[src/rtl/dx_skid_stage.sv]
// dx_skid_stage: 2-entry skid FIFO with registered in_ready/out_valid.
// Optional saturating stall counter enabled by macro DX_SKID_STALL_CNT_EN.
module dx_skid_stage (
  input  logic        system1000,
  input  logic        system1000_rst,
  input  logic [55:0] in_data,
  input  logic        in_valid,
  output logic        in_ready,
  output logic [55:0] out_data,
  output logic        out_valid,
  input  logic        out_ready,
  input  logic        flush
`ifdef DX_SKID_STALL_CNT_EN
  ,
  output logic [15:0] stall_cnt
`endif
);

  typedef enum logic [1:0] {
    EMPTY = 2'd0,
    ONE   = 2'd1,
    FULL  = 2'd2
  } state_t;

  state_t      state_q;
  logic [55:0] head_q;
  logic [55:0] tail_q;
  logic        in_ready_q;
  logic        out_valid_q;
  logic        do_accept;
  logic        do_release;

  assign do_accept  = in_valid & in_ready_q;
  assign do_release = out_valid_q & out_ready;

  // FIFO state, storage and registered handshake outputs
  always_ff @(posedge system1000) begin
    if (system1000_rst) begin
      state_q     <= EMPTY;
      head_q      <= 56'd0;
      tail_q      <= 56'd0;
      in_ready_q  <= 1'b0;
      out_valid_q <= 1'b0;
    end else if (flush) begin
      state_q     <= EMPTY;
      head_q      <= 56'd0;
      tail_q      <= 56'd0;
      in_ready_q  <= 1'b1;
      out_valid_q <= 1'b0;
    end else begin
      case (state_q)
        EMPTY: begin
          in_ready_q <= 1'b1;
          if (do_accept) begin
            head_q      <= in_data;
            state_q     <= ONE;
            out_valid_q <= 1'b1;
          end else begin
            out_valid_q <= 1'b0;
          end
        end
        ONE: begin
          if (do_accept && !do_release) begin
            tail_q      <= in_data;
            state_q     <= FULL;
            in_ready_q  <= 1'b0;
            out_valid_q <= 1'b1;
          end else if (!do_accept && do_release) begin
            state_q     <= EMPTY;
            in_ready_q  <= 1'b1;
            out_valid_q <= 1'b0;
          end else if (do_accept && do_release) begin
            head_q      <= in_data;
            in_ready_q  <= 1'b1;
            out_valid_q <= 1'b1;
          end else begin
            in_ready_q  <= 1'b1;
            out_valid_q <= 1'b1;
          end
        end
        FULL: begin
          // in_ready is low here, so only a release can happen
          if (do_release) begin
            head_q      <= tail_q;
            state_q     <= ONE;
            in_ready_q  <= 1'b1;
            out_valid_q <= 1'b1;
          end else begin
            in_ready_q  <= 1'b0;
            out_valid_q <= 1'b1;
          end
        end
        default: begin
          state_q     <= EMPTY;
          in_ready_q  <= 1'b0;
          out_valid_q <= 1'b0;
        end
      endcase
    end
  end

  assign in_ready  = in_ready_q;
  assign out_valid = out_valid_q;
  assign out_data  = head_q;

`ifdef DX_SKID_STALL_CNT_EN
  logic [15:0] stall_cnt_q;

  // Saturating count of stalled edges; flush does not clear it
  always_ff @(posedge system1000) begin
    if (system1000_rst) begin
      stall_cnt_q <= 16'd0;
    end else if (out_valid_q && !out_ready && (stall_cnt_q != 16'hFFFF)) begin
      stall_cnt_q <= stall_cnt_q + 16'd1;
    end else begin
      stall_cnt_q <= stall_cnt_q;
    end
  end

  assign stall_cnt = stall_cnt_q;
`endif

endmodule

[config.mk]
export PLATFORM = sky130hd
export DESIGN_NAME = dx_skid_stage
export DESIGN_NICKNAME = d
export VERILOG_FILES = /design/src/rtl/dx_skid_stage.sv
export SDC_FILE = /design/constraint.sdc
export NUM_CORES = 1
export LEC_CHECK = 0
export CORE_MARGIN = 2
export CORE_UTILIZATION = 50
export CTS_CLUSTER_DIAMETER = 50
export CTS_CLUSTER_SIZE = 14
export DETAILED_ROUTE_END_ITERATION = 7
export GPL_ROUTABILITY_DRIVEN = 0
export PLACE_DENSITY_LB_ADDON = 0.15
export SLEW_MARGIN = 30
export SYNTH_ARGS = -nofsm -noshare
export SYNTH_HDL_FRONTEND = slang
export SYNTH_SLANG_ARGS = --single-unit
[constraint.sdc]
create_clock -name system1000 -period 3.2 [get_ports system1000]
set_input_delay 0.48 -clock system1000 [delete_from_list [all_inputs] [get_ports system1000]]
set_output_delay 0.48 -clock system1000 [all_outputs]
set_load 0.02 [all_outputs]
# Word-level counts from Yosys, hierarchy flattened

Index checks and enable logic that the tools add are counted.

Logic and storage cells: 45
Register bits: 116

Muxes and demuxes: 19
Reductions and logical operators: 11
Eq/ne operators: 8
Bitwise logic cells: 2

Operators by type and width:

| kind                                                             | count |
|---|---|
| 56-bit two-way mux                                               | 5 |
| 56-bit one-hot mux with 3 select lines                           | 1 |
| 2-bit != test (second input constant)                            | 5 |
| 2-bit two-way mux                                                | 4 |
| 1-bit two-way mux                                                | 6 |
| 1-bit one-hot mux with 3 select lines                            | 2 |
| 2-bit one-hot mux with 3 select lines                            | 1 |
| 6-bit AND reduction                                              | 1 |
| 1-bit logical AND                                                | 3 |
| 3-bit != test (second input constant)                            | 1 |
| 3-bit AND reduction                                              | 1 |
| 3-bit nonzero test                                               | 1 |
| 1-bit bitwise AND                                                | 2 |
| 2-bit by 1-bit == test with 1-bit output (second input constant) | 1 |
| 2-bit == test (second input constant)                            | 1 |
| 1-bit zero test                                                  | 2 |
| 2-bit zero test                                                  | 1 |
| 2-bit AND reduction                                              | 1 |
| 2-bit OR reduction                                               | 1 |

# Logic depth before layout (Yosys ltp)

Depth after elaboration: 6
Mapped depth: 6
Mapped depth without buffers: 3

# Worst setup path before layout

No wires, ideal clock.

Kind: input port to flip-flop
Start: input port in_valid
End: register head_q[10], in the netlist out_data[10]
Cell stages on the path: 6
Arrival time: 1412 ps
Setup slack: 1641 ps
Cell sequence: and3b_1 buf_2 buf_2 buf_2 a211oi_1 a211oi_2

Cells in the longest elaborated chain, start to end: 5

RTL lines:

| element                           | RTL line | source |
|---|---|---|
| start, declared                   | 7        | `input logic in_valid,` |
| 1-bit bitwise AND (*)             | 33       | `assign do_accept = in_valid & in_ready_q;` |
| 1-bit zero test                   | 68       | `end else if (!do_accept && do_release) begin` |
| 1-bit logical AND                 | 68       |  |
| 2-bit != test (no line)           | -        |  |
| 6-bit AND reduction (no line) (*) | -        |  |
| end signal, assigned              | 55       | `head_q <= in_data;` |
| end signal, assigned              | 73       | `head_q <= in_data;` |
| end signal, assigned              | 84       | `head_q <= tail_q;` |
| end, declared                     | 26       | `logic [55:0] head_q;` |

Mark *: on every way between the ends. The rest lies on a longest branch, timed or not.
A chain may end at the register's enable or synchronous reset.

# Worst setup path after layout

Start: register out_valid_q, in the netlist out_valid
End: output port out_valid

RTL lines:

| element                | RTL line | source |
|---|---|---|
| start, declared        | 29       | `logic out_valid_q;` |
| start signal, assigned | 43       | `out_valid_q <= 1'b0;` |
| start signal, assigned | 49       | `out_valid_q <= 1'b0;` |
| start signal, assigned | 57       | `out_valid_q <= 1'b1;` |
| end, declared          | 10       | `output logic out_valid,` |

No word-level cell between the ends.

==> impl_metrics.toml <==
[outcome]
status = "completed"

[cells_and_area]
synthToLayoutAreaGrowth_pct = 35.0
stdcell_count = 771
final_nets = 683
layout-drive-gt1-share_pct = 14.3
n_antenna_cell = 0

[yosys]
syn_avg_cell_area_um2 = 9.70
yosys_warnings = 0
synth_cells = 542
yosysSeqAreaShare_pct = 44.2
syn-num-nets = 603
ys_ff_latch = 116
synth.distinct_cells = 26
syn_area_um2 = 5260

[clock_network]
numCtsBuffers = 17
clockRootBuffer = "clkbuf_8"
clk_pin_slew_ns = 0.06
cts_resized = 0
cts_htree_levels = 4
ctsLongestPathBuffers = 2
cts_sinks = 116
holdBufCountCts = 0
clock_latency_ns = 0.50
cts_tree = "done"
postCtsSetupRepairBufs = 0

[power]
p_total_mw = 3.88
clockPowerShare_pct = 50.7
netSwitchingFraction_pct = 24.1
p_int_mw = 2.94
pwr-share-comb_pct = 10.8
power.density_nw_per_um2 = 546
power_leakage_nw = 2.63
seqPwrFrac_pct = 38.5
peakVddDrop_v = 0.000461
p_sw_mw = 0.935

[route]
antenna_left = 0
drt-wirelength-per-cell_um = 17.8
num_vias = 4656
route.detailed.drc = 0
viasPerCell = 6.04
drtIter0Drc = 274
dr.pass1.iters = 7
drt-total-wl_mm = 13.7

[min_path]
hold_path_class = "reg -> reg"

[critical_path]
critical_path_class = "reg -> out"
setup.worst_path.start_class = "register"
critical_path_buf_inv_count = 1
path_cells = "clkdlybuf4s50_1"
required_ns = 2.72
cp_top_family = "buffers and inverters"
crit_path_end_kind = "primary output"
cp.arrival_ns = 1.69
slowest_delay_ns = 0.71
crit_path_max_fanout = 6
crit_slowest_cell = "clkdlybuf4s50_1"

[timing]
worstMarginPinSlew_ns = 0.865
slew_headroom_pct = 42.3
holdWs_ns = 0.473
hold_viol = 0
drv_slew = 0
max_freq_mhz = 461
skew_ns = 0.0101
period_share_pct = 67.8
finalSetupViolCount = 0
finalSetupTns_ns = 0
fin_ws_ns = 1.03
rsz0062_at_grt = "no"
post-route-min-period_ns = 2.17

[global_route]
grt_start_max_net_pins = 116
gr-usage-all-layers_pct = 24.3
grt_util_met1_pct = 33.5
grt_pass1_wl_mm = 22.4
grtUsageMet2_pct = 37.6
busiest_layer = "met2"
use_met3_pct = 5.40
grt_pass1_vias = 4531
grt-ovfl-total = 0
antenna_found_initial = 0

[placement]
dp_hpwl_mm = 8.00
dp.cells = 738
place_ws_ns = 0.619
io_buffer_count = 118

[die]
die_x_um = 107
core_um2 = 10300
pin_count = 119
rows = 37
dieHeight_um = 107
die_area_um2 = 11300
start_util_pct = 51.1

[flow_run]
max-cap-violations = 0
final timing paths:
kind                                  from          end  slack (ns)  cells past startpoint
worst max-delay path             out_valid    out_valid        1.03                      1
worst min-delay path             tail_q[0]    tail_q[0]        0.47                      2
worst max register to register  state_q[1]  out_data[5]        1.37                      4
worst min register to register   tail_q[0]    tail_q[0]        0.47                      2
registers in the layout, indices dropped and copies added (netlist names):
register   count
out_data      56
tail_q        56
state_q        2
in_ready       1
out_valid      1
power groups by stage:
| stage | logic, mW | clock network (mW) | registers, mW |
|---|---|---|---|
| CTS | 0.417 | 1.99 | 1.49 |
| detailed placement | 0.414 | 0 | 1.52 |
| floorplan | 0.201 | 0 | 1.55 |
| global route | 0.449 | 2.05 | 1.50 |
| finish | 0.418 | 1.96 | 1.49 |
| global placement | 0.408 | 0 | 1.52 |
cells in the mapped netlist:
cell       number  area share, %
a2111oi_0       1           0.17
a211oi_1       72             10
a211oi_2       40            9.5
a21bo_1         1           0.19
a21boi_0        1           0.14
a21o_1          2           0.29
a21oi_1        58            5.5
a221oi_1        1           0.17
and3b_1         1           0.17
and4b_1         1           0.19
buf_2          31            3.0
buf_4           2           0.29
buf_6           6            1.3
clkbuf_1       31            2.2
dfxtp_1       116             44
inv_1           1          0.071
mux2i_1        56             11
nand2_1         2           0.14
nand2b_1        1           0.12
nand3_1        56            5.3
nand3b_1        2           0.29
nor2_1          1          0.071
nor3b_1         1           0.14
o21ai_0        56            5.3
o2bb2ai_1       1           0.17
or2_2           1           0.12
layer usage:
metal,vias to the layer above,part of all wire [%]
li1,2210,-
met1,2280,46
met2,158,47
met3,8,5.8
met4,0,0.83
met5,-,0
cell families after synthesis:
logic type	after synthesis	share of synthesized area, %
AOI/OAI and AO/OA	233	31.8
DFF	116	44.2
muxes	56	10.7
buffers and inverters	71	6.81
and+or+nand+nor	66	6.57
layout make-up:
class	instances	area (um^2)
Inverter	1	3.75
Tap cell	136	170
Fill cell	813	3180
Multi-Input combinational cell	355	2610
Sequential cell	116	2320
Clock inverter	14	201
Timing Repair Buffer	131	1370
Clock buffer	18	418
stage by stage:
| stage | util [%] | area (um^2) |
|---|---|---|
| 3_5_place_dp | 62.9 | 6460 |
| 3_3_place_gp | 62.5 | 6420 |
| 5_1_grt | 69.0 | 7100 |
| 2_1_floorplan | - | 5260 |
| 4_1_cts | 68.9 | 7080 |
| 6_report | 69.0 | 7100 |
placed cells by master, fill, tap and decap left out:
cell type          n
nand3_1           56
a211oi_1          72
clkdlybuf4s50_1  118
a2111oi_0          1
or2_4              1
a21o_1             1
mux2i_1           56
clkbuf_8           1
nand2_1            2
nor2_1             1
buf_6              1
a21o_2             1
dfxtp_1          116
inv_6              3
clkbuf_16         16
and4b_2            1
o21ai_0           56
a211oi_2          40
inv_1              1
buf_12             7
bufinv_16          4
nand2b_4           1
a221oi_1           1
buf_4              5
nor3b_1            1
a21boi_4           1
a21oi_1           58
o2bb2ai_1          1
a21bo_4            1
clkinvlp_4         2
clkinv_2           1
and3b_4            1
clkinv_4           4
nand3b_1           2
clkbuf_1           1
Power figures use the tool's default switching activity.
